--- config.mk ---
export PLATFORM = sky130hd
export DESIGN_NAME = des_key_sched_dec_flat
export DESIGN_NICKNAME = d
export VERILOG_FILES = /design/src/rtl/des_key_sched_dec_if.sv /design/src/rtl/des_key_sched_dec.sv /design/src/flat_wrapper.sv
export SDC_FILE = /design/constraint.sdc
export NUM_CORES = 1
export LEC_CHECK = 0
export CORE_ASPECT_RATIO = 1.2
export CORE_MARGIN = 2
export CORE_UTILIZATION = 30
export DETAILED_ROUTE_END_ITERATION = 10
export PLACE_DENSITY = 0.57
export SLEW_MARGIN = 20
export SYNTH_ARGS = -nofsm -noshare
export SYNTH_HDL_FRONTEND = slang
export SYNTH_SLANG_ARGS = --single-unit
--- constraint.sdc ---
create_clock -name clk -period 2.5 [get_ports clk]
set_input_delay 0.375 -clock clk [delete_from_list [all_inputs] [get_ports clk]]
set_output_delay 0.375 -clock clk [all_outputs]
set_load 0.01 [all_outputs]
--- src/rtl/des_key_sched_dec_if.sv ---
// Handshake/data bundle between a key-schedule consumer (master) and des_key_sched_dec (slave).
// The enc signal exists only when DES_KEY_ENC_MODE_EN is defined.
interface des_key_sched_dec_if;
    logic        start;
    logic [55:0] key_cd;
    logic        next;
`ifdef DES_KEY_ENC_MODE_EN
    logic        enc;
`endif
    logic [55:0] cd_out;
    logic [3:0]  round;
    logic        subkey_valid;
    logic        busy;
    logic        ready;

`ifdef DES_KEY_ENC_MODE_EN
    modport master (output start, key_cd, next, enc,
                    input  cd_out, round, subkey_valid, busy, ready);
    modport slave  (input  start, key_cd, next, enc,
                    output cd_out, round, subkey_valid, busy, ready);
`else
    modport master (output start, key_cd, next,
                    input  cd_out, round, subkey_valid, busy, ready);
    modport slave  (input  start, key_cd, next,
                    output cd_out, round, subkey_valid, busy, ready);
`endif
endinterface

--- src/rtl/des_key_sched_dec.sv ---
// DES key schedule sequencer: steps C||D through the 16 subkey pre-images (K16..K1) for external PC-2.
// Define DES_KEY_ENC_MODE_EN to add an enc input that runs the schedule in encryption order (K1..K16).
module des_key_sched_dec (
    input  logic               clk,
    input  logic               rst,
    des_key_sched_dec_if.slave bus
);

    typedef enum logic [1:0] {IDLE, ROUND, DONE} state_t;

    state_t      r_state;
    logic [27:0] r_c;
    logic [27:0] r_d;
    logic [3:0]  r_round;
    logic        r_valid;
    logic        r_busy;
    logic        r_ready;
`ifdef DES_KEY_ENC_MODE_EN
    logic        r_enc;
`endif

    logic [1:0]  w_shift_dec;
    logic        w_last;
    logic [27:0] w_c_nxt;
    logic [27:0] w_d_nxt;
    logic [3:0]  w_round_nxt;
    logic [27:0] w_load_c;
    logic [27:0] w_load_d;
    logic [3:0]  w_load_round;

    // DES left-shift schedule: single shift for rounds 1, 2, 9, 16, double otherwise.
    function automatic logic [1:0] shift_amt(input logic [4:0] n);
        return ((n == 5'd1) || (n == 5'd2) || (n == 5'd9) || (n == 5'd16)) ? 2'd1 : 2'd2;
    endfunction

    function automatic logic [27:0] rotr28(input logic [27:0] x, input logic [1:0] s);
        return (s == 2'd1) ? {x[0], x[27:1]} : {x[1:0], x[27:2]};
    endfunction

    function automatic logic [27:0] rotl28(input logic [27:0] x, input logic [1:0] s);
        return (s == 2'd1) ? {x[26:0], x[27]} : {x[25:0], x[27:26]};
    endfunction

    // Decryption walks backwards, so undoing round n+1's shift exposes Kn's pre-image.
    assign w_shift_dec = shift_amt({1'b0, r_round} + 5'd1);

`ifdef DES_KEY_ENC_MODE_EN
    logic [1:0] w_shift_enc;
    assign w_shift_enc = shift_amt({1'b0, r_round} + 5'd2);

    always_comb begin
        w_last      = r_enc ? (r_round == 4'd15) : (r_round == 4'd0);
        w_c_nxt     = r_enc ? rotl28(r_c, w_shift_enc) : rotr28(r_c, w_shift_dec);
        w_d_nxt     = r_enc ? rotl28(r_d, w_shift_enc) : rotr28(r_d, w_shift_dec);
        w_round_nxt = r_enc ? (r_round + 4'd1) : (r_round - 4'd1);
    end

    always_comb begin
        w_load_c     = bus.enc ? rotl28(bus.key_cd[55:28], 2'd1) : bus.key_cd[55:28];
        w_load_d     = bus.enc ? rotl28(bus.key_cd[27:0], 2'd1)  : bus.key_cd[27:0];
        w_load_round = bus.enc ? 4'd0 : 4'd15;
    end
`else
    always_comb begin
        w_last      = (r_round == 4'd0);
        w_c_nxt     = rotr28(r_c, w_shift_dec);
        w_d_nxt     = rotr28(r_d, w_shift_dec);
        w_round_nxt = r_round - 4'd1;
    end

    // The key is C0||D0, which after a full 28-bit rotation is also K16's pre-image.
    always_comb begin
        w_load_c     = bus.key_cd[55:28];
        w_load_d     = bus.key_cd[27:0];
        w_load_round = 4'd15;
    end
`endif

    always_ff @(posedge clk or negedge rst) begin
        if (!rst) begin
            r_state <= IDLE;
            r_c     <= '0;
            r_d     <= '0;
            r_round <= '0;
            r_valid <= 1'b0;
            r_busy  <= 1'b0;
            r_ready <= 1'b0;
`ifdef DES_KEY_ENC_MODE_EN
            r_enc   <= 1'b0;
`endif
        end else begin
            case (r_state)
                IDLE: begin
                    r_ready <= 1'b0;
                    if (bus.start) begin
                        r_c     <= w_load_c;
                        r_d     <= w_load_d;
                        r_round <= w_load_round;
                        r_valid <= 1'b1;
                        r_busy  <= 1'b1;
                        r_state <= ROUND;
`ifdef DES_KEY_ENC_MODE_EN
                        r_enc   <= bus.enc;
`endif
                    end
                end
                ROUND: begin
                    if (bus.next) begin
                        if (w_last) begin
                            r_valid <= 1'b0;
                            r_ready <= 1'b1;
                            r_state <= DONE;
                        end else begin
                            r_c     <= w_c_nxt;
                            r_d     <= w_d_nxt;
                            r_round <= w_round_nxt;
                        end
                    end
                end
                DONE: begin
                    r_ready <= 1'b0;
                    r_busy  <= 1'b0;
                    r_state <= IDLE;
                end
                default: begin
                    r_valid <= 1'b0;
                    r_busy  <= 1'b0;
                    r_ready <= 1'b0;
                    r_state <= IDLE;
                end
            endcase
        end
    end

    assign bus.cd_out       = {r_c, r_d};
    assign bus.round        = r_round;
    assign bus.subkey_valid = r_valid;
    assign bus.busy         = r_busy;
    assign bus.ready        = r_ready;

endmodule

--- src/flat_wrapper.sv ---
// flat-port wrapper written by rule: the top's interface ports become plain ports
module des_key_sched_dec_flat 
  (clk, rst, bus_start, bus_key_cd, bus_next, bus_cd_out, bus_round, bus_subkey_valid, bus_busy, bus_ready);
  des_key_sched_dec_if bus_i ();
  input  logic clk;
  input  logic rst;
  input wire logic [$bits(bus_i.start)-1:0] bus_start;
  input wire logic [$bits(bus_i.key_cd)-1:0] bus_key_cd;
  input wire logic [$bits(bus_i.next)-1:0] bus_next;
  output wire logic [$bits(bus_i.cd_out)-1:0] bus_cd_out;
  output wire logic [$bits(bus_i.round)-1:0] bus_round;
  output wire logic [$bits(bus_i.subkey_valid)-1:0] bus_subkey_valid;
  output wire logic [$bits(bus_i.busy)-1:0] bus_busy;
  output wire logic [$bits(bus_i.ready)-1:0] bus_ready;
  assign bus_i.start = bus_start;
  assign bus_i.key_cd = bus_key_cd;
  assign bus_i.next = bus_next;
  assign bus_cd_out = bus_i.cd_out;
  assign bus_round = bus_i.round;
  assign bus_subkey_valid = bus_i.subkey_valid;
  assign bus_busy = bus_i.busy;
  assign bus_ready = bus_i.ready;
  des_key_sched_dec u_core (.clk(clk), .rst(rst), .bus(bus_i));
endmodule
After elaboration in Yosys (flattened, before gate mapping) --
Index checks and enable logic that the tools add are counted.
Storage, ports and cells: flip-flop bits (word level) 65, input bits 60, output and inout bits 63, logic and storage cells 60
Cells by class: $add $sub $neg 2, equal/unequal tests 11, multiplexer cells 27, bitwise gates (word level) 2, reductions and logical operators 11
Operator list (number):
- 28-bit 2-to-1 mux | 8
- 28-bit one-hot mux with 2 select lines | 2
- 4-bit 2-to-1 mux | 3
- 2-bit 2-to-1 mux | 4
- 4-bit one-hot mux with 2 select lines | 1
- 4-bit AND reduction | 2
- 1-bit 2-to-1 mux | 6
- 2-bit != test, second input constant | 3
- 4-bit by 1-bit adder with 5-bit output, second input constant | 1
- 5-bit by 1-bit == test with 1-bit output, second input constant | 1
- 5-bit by 2-bit == test with 1-bit output, second input constant | 1
- 5-bit by 4-bit == test with 1-bit output, second input constant | 1
- 5-bit == test, second input constant | 1
- 2-bit by 1-bit == test with 1-bit output, second input constant | 2
- 4-bit zero test | 1
- 2-bit one-hot mux with 2 select lines | 1
- 2-bit AND reduction | 2
- 4-bit by 1-bit subtractor with 4-bit output, second input constant | 1
- 1-bit logical OR | 3
- 1-bit one-hot mux with 3 select lines | 1
- 3-bit AND reduction | 1
- 2-bit == test, second input constant | 1
- 2-bit zero test | 1
- 2-bit by 1-bit != test with 1-bit output, second input constant | 1
- other kinds (3) | 4

Depth between registers and ports, before layout --
depth in word-level cells 11, depth in mapped cells 7, mapped depth without buffers 6

Least setup slack after synthesis --
Ideal clock, no wire load.
path type flip-flop to flip-flop, start register u_core.r_round[0], in the netlist u_core.bus.round[0], end register u_core.r_c[0], setup time 126 ps, data arrival time 1900 ps, required time 2374 ps, path slack 474 ps, stages on the path, launching flop included 8, buffers on the path 1, period minus slack after synthesis 2026 ps, cells stage by stage dfrtp_1 > inv_1 > ha_1 > nor3b_2 > nor2_1 > clkbuf_1 > o21ai_0 > a221o_1
On the way: longest elaborated chain between the ends 11, elaborated cells between the ends (all ways) 17, those cells by class 1 x add/sub; 6 x eq/ne; 5 x mux; 5 x reduce/logical
RTL lines:
- from (decl) | RTL line des_key_sched_dec.sv:14 | logic [3:0] r_round;
- from (signal assigned) | RTL line des_key_sched_dec.sv:98 | r_round <= w_load_round;
- from (signal assigned) | RTL line des_key_sched_dec.sv:116 | r_round <= w_round_nxt;
- 4-bit by 1-bit adder with 5-bit output | RTL line des_key_sched_dec.sv:45 | assign w_shift_dec = shift_amt({1'b0, r_round} + 5'd1);
- 5-bit by 1-bit == test with 1-bit output or 5-bit by 2-bit == test with 1-bit output (tied branches) | RTL line des_key_sched_dec.sv:33 | return ((n == 5'd1) || (n == 5'd2) || (n == 5'd9) || (n == 5'd16)) ? 2'd1 : 2'd2;
- 1-bit logical OR (3 in series) | RTL line des_key_sched_dec.sv:33
- 2-bit 2-to-1 mux | RTL line des_key_sched_dec.sv:33
- 2-bit by 1-bit == test with 1-bit output | RTL line des_key_sched_dec.sv:37 | return (s == 2'd1) ? {x[0], x[27:1]} : {x[1:0], x[27:2]};
- 28-bit 2-to-1 mux | RTL line des_key_sched_dec.sv:37
- 28-bit 2-to-1 mux | RTL line des_key_sched_dec.sv:109 | if (w_last) begin
- 28-bit 2-to-1 mux | RTL line des_key_sched_dec.sv:108 | if (bus.next) begin
- 28-bit one-hot mux with 2 select lines | RTL line des_key_sched_dec.sv:92 | case (r_state)
- to (signal assigned) | RTL line des_key_sched_dec.sv:96 | r_c <= w_load_c;
- to (signal assigned) | RTL line des_key_sched_dec.sv:114 | r_c <= w_c_nxt;
- to (decl) | RTL line des_key_sched_dec.sv:12 | logic [27:0] r_c;
Several ways; a longest one is shown, not always the timed one. The select of a mux whose other input is x is not followed. A chain may end at the register's enable or synchronous reset.

Worst setup path after layout --
start register u_core.r_round[0], in the netlist u_core.bus.round[0], end register u_core.r_c[9]
The elaborated chain is that of the path after synthesis.

==> out/metrics.yaml <==
num-fill-cells: 1141
ios: 123
synth_xor_area_share_pct: 0.248
clk_pin_slew_ns: 0.06
ir_drop_v: 0.000587
syn_area_sq_um: 3530
finalSetupViolCount: 0
place_congestion: 0.797
wl_per_cell_um: 16.5
fin_setup_tns_ns: 0
power_density_nw_per_um2: 1340
worstHoldPathType: "input pin to async pin"
cts_tree: "done"
grt_pass1_wl_um: 18100
dpl.hpwl_um: 7600
syn_inst: 399
synthDistinctLibCells: 39
num_antenna_cells: 0
yosysSeqAreaShare_pct: 46.1
synth_top_family_by_area: "compound AO/OA/AOI/OAI gates"
rsz0062_at_grt: "false"
sw_frac_of_total_pct: 37.6
synth-edff-count: 0
async_flop_share_pct: 100
hold_viol_final: 0
clkSinkCount: 65
cts_buffers: 9
final_cell_mix: "125 x nand2_1, 121 x clkdlybuf4s50_1, 65 x dfrtp_1"
core_sq_um: 11500
critPathKind: "register to register"
grt_max_degree: 45
p_leak_nw: 2.22
fin_skew_ns: 0.00561
crit_fanout: 28
rows: 43
vias_per_cell: 5.20
cts_max_level: 3
area_growth_pct: 53.1
antenna_found_initial: 0
grt_use_total_pct: 18.2
synthMuxAreaShare_pct: 0
initial_core_util_pct: 30.7
yosys.area_share.simple_pct: 19.4
cp.arrival_ns: 2.38
end_kind: "register"
syn_nets: 464
antenna_left: 0
routed_wl_um: 11200
synth_compound_area_share_pct: 27.7
ctsRootBufferMaster: "clkbuf_16"
dpl_worst_slack_ns: 0.0438
nets: 582
fin_crit_ns: 2.18
slew_headroom_pct: 55.2
syn_avg_cell_area_sq_um: 8.85
fmax_mhz: 459
cts_setup_buffers: 0
cts_hold_buf: 0
clockBufferDepth: 2
drv_slew: 0
firstDrtPassIters: 4
dieArea_sq_um: 12700
port_buffers: 122
tightest_slew_ns: 0.673
clk_latency_ns: 0.32
ys_warn_count: 0
final_common_cell: "nand2_1"
ys_seq_elements: 65
die_y_um: 123
vias: 3533
power.share.clock_pct: 21.9
drc: 0
first_global_vias: 3528
die_w_um: 103
initialDrtViolationCount: 153
pwr-share-comb_pct: 48.9
drive_gt1_share_pct: 8.43
outcome: "completed"
synthFlopType: "dfrtp_1"
p_switching_mw: 2.72
p_int_mw: 4.52
worst_slack_ns: 0.321
fin_crit_sh_pct: 87.2
required_ns: 2.70
cts_resized: 0
pwr-share-seq_pct: 29.2
grt-ovfl-total: 0
start_kind: "register"
synth-adder-area-share_pct: 1.77
drv_cap: 0
worst max-delay path: stages (launching register included):
cell	delay, ns
dfrtp_1	0.45
inv_1	0.10
ha_1	0.24
nor3b_2	0.17
buf_4	0.17
o21ai_2	0.31
buf_12	0.22
nand2_1	0.08
o32a_1	0.32
cell usage after synthesis (2+ instances only):
cell type | count | share of area, %
o32a_1 | 14 | 4.0
o21a_1 | 2 | 0.42
ha_1 | 5 | 1.8
nor3_1 | 15 | 2.1
inv_1 | 4 | 0.42
buf_4 | 5 | 1.1
o21ai_0 | 43 | 6.1
nor2_1 | 5 | 0.53
nor2b_1 | 2 | 0.35
buf_2 | 9 | 1.3
a21oi_1 | 17 | 2.4
dfrtp_1 | 65 | 46
nand2_1 | 125 | 13
or3_1 | 2 | 0.35
a221o_1 | 42 | 12
nand3_1 | 3 | 0.42
clkbuf_1 | 18 | 1.9
nand4_1 | 2 | 0.35
power groups by stage:
stage / sequential (mW) / clock, mW / combinational, mW
2_1_floorplan: 2.16 / 0 / 1.76
4_1_cts: 2.11 / 1.61 / 3.52
5_1_grt: 2.19 / 1.68 / 3.88
3_3_place_gp: 2.12 / 0 / 3.44
3_5_place_dp: 2.12 / 0 / 3.51
6_report: 2.11 / 1.58 / 3.54
routing by layer:
metal	wire length (um)	part of all wire [%]	track usage [%]	vias to the layer above
met4	118	1.1	5.26	0
met3	600	5.4	3.70	8
met2	5240	47	27.7	119
met1	5230	47	26.0	1711
li1	-	-	-	1695
met5	0	0	0	-
kinds of logic (layout without fill, tap and decap cells):
kind of cell	count (synthesis)	after routing
AND/OR/NAND/NOR	163	163
AO/OA/AOI/OAI	128	128
XOR/XNOR	1	1
buffers and inverters	37	160
adder cells (fa/ha/maj)	5	5
flip-flops	65	65
cell type report:
class,instances,area [sq um],share of cell area [%]
sequential,65,1630,30.1
inverter,4,15.0,0.278
timing repair buffer,140,1430,26.5
clock inverter,6,138,2.55
tap,157,196,3.63
multi-input combinational,297,1760,32.5
clock buffer,10,239,4.42
metrics by stage:
stage               hold slack [ns]  std cells  power (mW)  area, sq um  utilization [%]
finish                       0.0459        679        7.23         5410             47.0
global route                 0.0800        679        7.75         5410             47.0
CTS                          0.0562        678        7.24         5380             46.7
detailed placement            0.405        662        5.63         5000             43.4
global placement              0.400        662        5.56         5000             43.4
floorplan                    0.0794        399        3.92         3530                -
flip-flops by register name (all words and copies together), names as in the netlist:
signal                   flops
u_core.r_c                  28
u_core.r_d                  28
u_core.bus.round             4
u_core.r_state               2
u_core.bus.busy              1
u_core.bus.ready             1
u_core.bus.subkey_valid      1
final timing paths:
check | start | to | slack (ns) | cells after the start
worst max register to register | u_core.bus.round[0] | u_core.r_c[9] | 0.32 | 8
worst min register to register | u_core.bus.busy | u_core.bus.busy | 0.48 | 1
max in group asynchronous | rst | u_core.r_d[25] | 1.81 | 2
worst max-delay path | u_core.bus.round[0] | u_core.r_c[9] | 0.32 | 8
min in group clk | u_core.bus.busy | u_core.bus.busy | 0.48 | 1
worst min-delay path | rst | u_core.r_d[6] | 0.05 | 1
Note: power is estimated with default switching activity, not from simulation.
